## src/rtl/bt_native_clock_gen.sv

```systemverilog
// Bluetooth native clock / slot timing generator: 1 us strobe -> slot and half-slot pulses,
// CLKN (LSB = half-slot), per-piconet offset clocks, and windowed access-code resync.

module bt_pico_lane #(
  parameter int CLK_W = 28
) (
  input  logic             gclk,
  input  logic             grst_n,
  input  logic [CLK_W-1:0] i_base,
  input  logic [CLK_W-1:0] i_ofs,
  output logic [CLK_W-1:0] o_clk
);
  logic [CLK_W-1:0] r_clk;

  always_ff @(posedge gclk or negedge grst_n) begin
    if (!grst_n) r_clk <= '0;
    else         r_clk <= i_base + i_ofs;
  end

  assign o_clk = r_clk;
endmodule

module bt_native_clock_gen #(
  parameter int CLK_W       = 28,
  parameter int CNT_W       = 10,
  parameter int SLOT_US     = 625,
  parameter int SYNC_OFS_US = 68,
  parameter int SYNC_WIN    = 10,
  parameter int NUM_PICO    = 2
) (
  input  logic                      clk_6M,
  input  logic                      rstz,
  input  logic                      p_1us,
  input  logic                      regi_clk_en,
  input  logic                      regi_clkn_load,
  input  logic [CLK_W-1:0]          regi_clkn_value,
  input  logic [NUM_PICO*CLK_W-1:0] regi_clk_offset,
  input  logic [CNT_W-1:0]          regi_pre_us,
  input  logic                      corre_sync_p,
  output logic [CLK_W-1:0]          CLKN,
  output logic [NUM_PICO*CLK_W-1:0] pico_clk,
  output logic [CNT_W-1:0]          counter_1us,
  output logic                      tslot_p,
  output logic                      half_tslot_p,
  output logic                      pre_tslot_p,
  output logic                      sync_accept_p,
  output logic                      sync_reject_p,
  output logic [CNT_W:0]            sync_drift
);
  localparam int HALF_IDX = SLOT_US / 2;

  localparam logic [CNT_W-1:0]        C_LAST  = CNT_W'(SLOT_US - 1);
  localparam logic [CNT_W-1:0]        C_HALF  = CNT_W'(HALF_IDX - 1);
  localparam logic [CNT_W:0]          C_SLOT  = (CNT_W+1)'(SLOT_US);
  localparam logic [CNT_W-1:0]        C_OFS   = CNT_W'(SYNC_OFS_US);
  localparam logic signed [CNT_W:0]   C_OFS_S = (CNT_W+1)'(SYNC_OFS_US);
  localparam logic signed [CNT_W:0]   C_WIN   = (CNT_W+1)'(SYNC_WIN);

  // The window must sit strictly inside the first half-slot so an accepted
  // sync can never collide with a half-slot or slot tick.
  if (SYNC_OFS_US - SYNC_WIN < 0) begin : g_bad_win_lo
    $error("sync window extends below counter 0");
  end
  if (SYNC_OFS_US + SYNC_WIN >= HALF_IDX - 1) begin : g_bad_win_hi
    $error("sync window reaches the half-slot tick");
  end

  logic [CLK_W-1:0]        r_clkn;
  logic [CNT_W-1:0]        r_cnt;
  logic [CNT_W:0]          r_drift;

  logic                    w_run, w_tick, w_tslot, w_half, w_pre;
  logic                    w_inwin, w_acc, w_rej;
  logic signed [CNT_W:0]   w_diff;
  logic [CLK_W-1:0]        w_clkn_next;
  logic [CNT_W-1:0]        w_cnt_next;
  logic [CNT_W:0]          w_drift_next;
  logic [NUM_PICO-1:0][CLK_W-1:0] w_pico;

  // A load cycle swallows the tick and any sync; reset swallows every pulse.
  assign w_run   = rstz & regi_clk_en & ~regi_clkn_load;
  assign w_tick  = w_run & p_1us;
  assign w_tslot = w_tick & (r_cnt == C_LAST);
  assign w_half  = w_tick & (r_cnt == C_HALF);
  assign w_pre   = w_tick & ({1'b0, regi_pre_us} < C_SLOT) & (r_cnt == C_LAST - regi_pre_us);

  assign w_diff  = $signed({1'b0, r_cnt}) - C_OFS_S;
  assign w_inwin = (w_diff >= -C_WIN) && (w_diff <= C_WIN);
  assign w_acc   = w_run & corre_sync_p & w_inwin;
  assign w_rej   = w_run & corre_sync_p & ~w_inwin;

  always_comb begin
    w_clkn_next  = r_clkn;
    w_cnt_next   = r_cnt;
    w_drift_next = r_drift;
    if (regi_clkn_load) begin
      w_clkn_next = regi_clkn_value;
      w_cnt_next  = '0;
    end else if (regi_clk_en) begin
      if (w_acc) begin
        w_cnt_next   = C_OFS;
        w_drift_next = -w_diff;
      end else if (w_tslot) begin
        w_cnt_next  = '0;
        w_clkn_next = r_clkn + 1'b1;
      end else if (w_half) begin
        w_cnt_next  = r_cnt + 1'b1;
        w_clkn_next = r_clkn + 1'b1;
      end else if (w_tick) begin
        w_cnt_next  = r_cnt + 1'b1;
      end
    end
  end

  always_ff @(posedge clk_6M or negedge rstz) begin
    if (!rstz) begin
      r_clkn  <= '0;
      r_cnt   <= '0;
      r_drift <= '0;
    end else begin
      r_clkn  <= w_clkn_next;
      r_cnt   <= w_cnt_next;
      r_drift <= w_drift_next;
    end
  end

  // Piconet clocks follow the post-edge CLKN, so they never lag it.
  for (genvar i = 0; i < NUM_PICO; i++) begin : g_pico
    bt_pico_lane #(.CLK_W(CLK_W)) u_lane (
      .gclk   (clk_6M),
      .grst_n (rstz),
      .i_base (w_clkn_next),
      .i_ofs  (regi_clk_offset[i*CLK_W +: CLK_W]),
      .o_clk  (w_pico[i])
    );
  end

  assign pico_clk      = w_pico;
  assign CLKN          = r_clkn;
  assign counter_1us   = r_cnt;
  assign sync_drift    = r_drift;
  assign tslot_p       = w_tslot;
  assign half_tslot_p  = w_half;
  assign pre_tslot_p   = w_pre;
  assign sync_accept_p = w_acc;
  assign sync_reject_p = w_rej;
endmodule

```

## config.mk

```make
export PLATFORM = sky130hd
export DESIGN_NAME = bt_native_clock_gen
export DESIGN_NICKNAME = d
export VERILOG_FILES = /design/src/rtl/bt_native_clock_gen.sv
export SDC_FILE = /design/constraint.sdc
export NUM_CORES = 1
export LEC_CHECK = 0
export ABC_CLOCK_PERIOD_IN_PS = 8800
export BUFFER_PORTS_ARGS = -buffer_cell sky130_fd_sc_hd__buf_2
export CELL_PAD_IN_SITES_DETAIL_PLACEMENT = 0
export CELL_PAD_IN_SITES_GLOBAL_PLACEMENT = 1
export CORE_UTILIZATION = 25
export CTS_CLUSTER_DIAMETER = 50
export DETAILED_ROUTE_END_ITERATION = 16
export PLACE_DENSITY = 0.55
export SYNTH_ARGS = -nofsm -noshare
export SYNTH_HDL_FRONTEND = slang
export SYNTH_SLANG_ARGS = --single-unit
```

## constraint.sdc

```tcl
create_clock -name clk_6M -period 8.8 [get_ports clk_6M]
set_input_delay 0.44 -clock clk_6M [delete_from_list [all_inputs] [get_ports clk_6M]]
set_output_delay 0.44 -clock clk_6M [all_outputs]
set_load 0.01 [all_outputs]
```

==> key figures <==
Placement
  • DPL Wire Length: 19,300 um
  • Port Buffers: 209
  • Final GP Congestion: 0.8461

Run status
  • Status: finished, final reports clean

Yosys
  • Syn Std Cell Area: 7321 sq um
  • Dominant cell type by area after synthesis: dfrtp_1
  • Synth warn: 0
  • Distinct cells, synth: 68
  • Ranking of synthesized cells by area: dfrtp_1 (36%), ha_1 (11%), xnor2_1 (7.9%), o21ai_0 (4.2%), nand2_1 (4.1%)
  • Share of the synthesized area in the top cell type: 0.3589
  • EDFF count, synth: 0
  • Adder-Cell Fraction of Synth Area: 0.1183
  • Syn_area_per_cell: 8.972 sq um
  • Syn Nets: 984
  • Largest family of logic cells by synthesized area: compound AO/OA/AOI/OAI gates
  • Simple-Gate Fraction of Synth Area: 0.1762
  • Post-synthesis compound-gate area fraction: 0.1950
  • Predominant post-synthesis flop cell: dfrtp_1
  • Post-synthesis mux area share: 0.002735
  • Asr flop ratio synth: 1.000
  • Mapped Cells: 816
  • Synth Register Bits: 105
  • Xor-xnor portion of the synthesized cell area: 0.1149
  • Sequential element share of the synthesized area: 0.3589

Floorplanning
  • Std-Cell Rows: 62
  • Ports: 210
  • CORE AREA: 28,780 sq um
  • Initial core utilization: 0.2544
  • Die area: 29,970 sq um
  • Die Ht: 173.1 um
  • Die Width: 173.1 um

CTS
  • Cts hold-fix bufs: 0
  • CTS Sinks: 105
  • Clock latency on the worst-skew pair: 0.36 ns
  • TritonCTS Buffers: 9
  • Number of buffers added for setup after CTS: 0
  • CTS tree: built
  • CTS clk-pin slew, worst paths: 0.08 ns
  • CTS root buffer: clkbuf_16
  • CTS H-tree depth: 3
  • CTS resizes: 0
  • Clock buffer depth: 2

GRT
  • Largest net degree at the start of global routing: 68
  • GRT overflow: 0
  • Vias in the first global route: 6,684
  • Total track usage: 0.1622
  • First-pass GRT wire length: 37,410 um
  • Initial antenna violation count: 2

Critical path
  • Crit path max fanout: 15
  • Crit path arrival time: 5.92 ns
  • Crit start category: register
  • CP endpoint kind: register
  • CP required: 9.03 ns
  • Critical setup path kind: reg -> reg

Timing
  • Fmax: 175.7 MHz
  • Rel. slew slack: 0.3303
  • RSZ-0062 raised after global routing: no
  • Slew Limit Fails: 0
  • TNS Setup: 0 ns
  • Final worst path period need: 5.693 ns
  • Final setup violation count: 0
  • Layout Skew: 0.01408 ns
  • Fin crit share: 0.6469
  • Endpoints failing hold: 0
  • Worst-Margin Slew: 0.9936 ns

Routing
  • Final ANT Viol Nets: 0
  • Wirelength per Cell: 17.34 um
  • 1st-pass router iterations: 5
  • Initial DRC Count: 287
  • Vias: 6,688
  • Final WL: 24,380 um
  • Post-route DRC violation count: 0
  • Drt via density: 4.757

Pwr
  • Lkg Pwr: 4.212 nW
  • Power density cells: 177.3 nW/um^2
  • Total power: 0.001603 W
  • Worst VDD drop: 0.07158 mV

Flow run
  • Max cap viols: 0

Finish
  • Fill cells: 3,090
  • Nets: 1,183
  • Layout overhead on the synthesized area: 23.48%
  • Share of layout cells above drive strength 1: 0.2363

Worst hold path
  • Worst Hold Class: in -> async
-- placed cells by master (no fill, tap or decap), types with 4 or more instances in the layout --
master	count
a31oi_1	8
nand3_1	20
nand4_1	17
nor3_1	25
or3_1	7
nor2_1	67
clkbuf_16	9
o211ai_1	7
o21ai_0	62
nand2_1	79
o21bai_1	7
nand2b_1	6
a21oi_1	59
buf_2	208
nor4_1	5
a211oi_1	5
xnor2_1	66
nor2b_1	4
a21o_1	23
and3_1	8
o21a_1	8
ha_1	66
xor2_1	30
and2_1	4
o41ai_1	5
inv_1	36
dfrtp_1	105
-- per-layer routing --
layer | vias to the layer above | GRT usage | part of all wire
met4 | 0 | 0.04056 | 0.012
li1 | 3337 | - | -
met5 | - | 0 | 0
met3 | 14 | 0.03232 | 0.048
met2 | 181 | 0.2735 | 0.48
met1 | 3156 | 0.2114 | 0.46
-- layout make-up --
type | count | area [sq um] | share of cell area
Multi-Input combinational cell | 651 | 4444 | 0.4916
Sequential cell | 105 | 2628 | 0.2907
Timing Repair Buffer | 211 | 1064 | 0.1176
Tap cell | 384 | 480.5 | 0.05315
Clock buffer | 10 | 229.0 | 0.02533
Inverter | 37 | 138.9 | 0.01536
Clock inverter | 6 | 51.30 | 0.005675
Antenna cell | 2 | 5.005 | 0.0005536
-- critical path, stage by stage (launching register included) --
cell,delay [ns]
dfrtp_1,0.57
inv_1,0.25
ha_1,0.17
nand2_1,0.05
or4b_4,0.56
a21oi_4,0.29
mux2i_1,0.11
o21ai_0,0.54
inv_1,0.13
fa_1,0.45
nor2b_1,0.19
o2111ai_1,0.16
a21oi_1,0.31
o221ai_1,0.24
a311oi_1,0.61
a31oi_1,0.24
o2111ai_1,0.23
or3b_2,0.45
-- cell usage after synthesis (all sizes together) (3+ instances only) --
| cell type | count |
|---|---|
| nor4 | 5 |
| xor2 | 30 |
| nor3b | 3 |
| o21ai | 64 |
| o2111ai | 3 |
| o21a | 8 |
| o41ai | 6 |
| nor2 | 67 |
| and2 | 4 |
| a221oi | 3 |
| dfrtp | 105 |
| clkbuf | 15 |
| and3 | 8 |
| nand3 | 21 |
| a31oi | 8 |
| o31ai | 3 |
| nor3 | 26 |
| a21o | 23 |
| nand2b | 6 |
| a21oi | 60 |
| ha | 66 |
| o211ai | 7 |
| nand2 | 79 |
| nor2b | 4 |
| or3b | 3 |
| o22ai | 3 |
| or3 | 7 |
| a211oi | 5 |
| buf | 8 |
| xnor2 | 66 |
| inv | 37 |
| o21bai | 7 |
| a41oi | 3 |
| and4 | 3 |
| nand4 | 18 |
-- power by group --
group / switching (W) / internal, W / leakage (nW)
combinational: 0.000329 / 0.000238 / 2.80
clock: 0.000204 / 0.000197 / 0.139
sequential: 0.0000600 / 0.000576 / 1.28
-- registers in the layout, summed over array words and instances, names as in the netlist --
name                 flops
counter_1us             10
sync_drift              11
CLKN                    28
g_pico.u_lane.o_clk     56
-- path summary, 6_finish.rpt --
kind / startpoint / end / slack [ns] / cells after the start
max in group asynchronous: rstz / g_pico[1].u_lane.o_clk[11]$_DFF_PN0_ / 7.38 / 2
hold / removal: rstz / g_pico[1].u_lane.o_clk[19]$_DFF_PN0_ / 0.06 / 1
hold reg to reg: sync_drift[5]$_DFFE_PN0P_ / sync_drift[5]$_DFFE_PN0P_ / 0.48 / 1
min in group clk_6M: regi_clk_offset[0] / g_pico[0].u_lane.o_clk[0]$_DFF_PN0_ / 0.33 / 2
setup reg to reg: counter_1us[2]$_DFFE_PN0P_ / g_pico[0].u_lane.o_clk[26]$_DFF_PN0_ / 3.11 / 17
setup / recovery: counter_1us[2]$_DFFE_PN0P_ / g_pico[0].u_lane.o_clk[26]$_DFF_PN0_ / 3.11 / 17
-- logic make-up (layout without fill, tap and decap cells) --
kind of cell,Yosys count,after routing
multiplexers,2,2
flip-flops,105,105
XOR/XNOR,96,96
buffers and inverters,60,264
other,0,2
AND/OR/NAND/NOR,263,263
AO/OA/AOI/OAI,222,222
adder cells (fa/ha/maj),68,68
-- through the flow --
step / hold slack [ns] / instance area (sq um) / setup slack (ns) / instances / utilization
floorplan: 0.1444 / 7321 / 3.863 / 816 / -
global placement: 0.4620 / 8755 / 3.274 / 1388 / 0.3042
detailed placement: 0.4661 / 8755 / 3.127 / 1388 / 0.3042
CTS: 0.07265 / 9035 / 3.117 / 1404 / 0.3139
global route: 0.09455 / 9037 / 2.483 / 1405 / 0.3140
finish: 0.05820 / 9040 / 3.107 / 1406 / 0.3141
No activity file was read; power rests on OpenSTA's default activity.
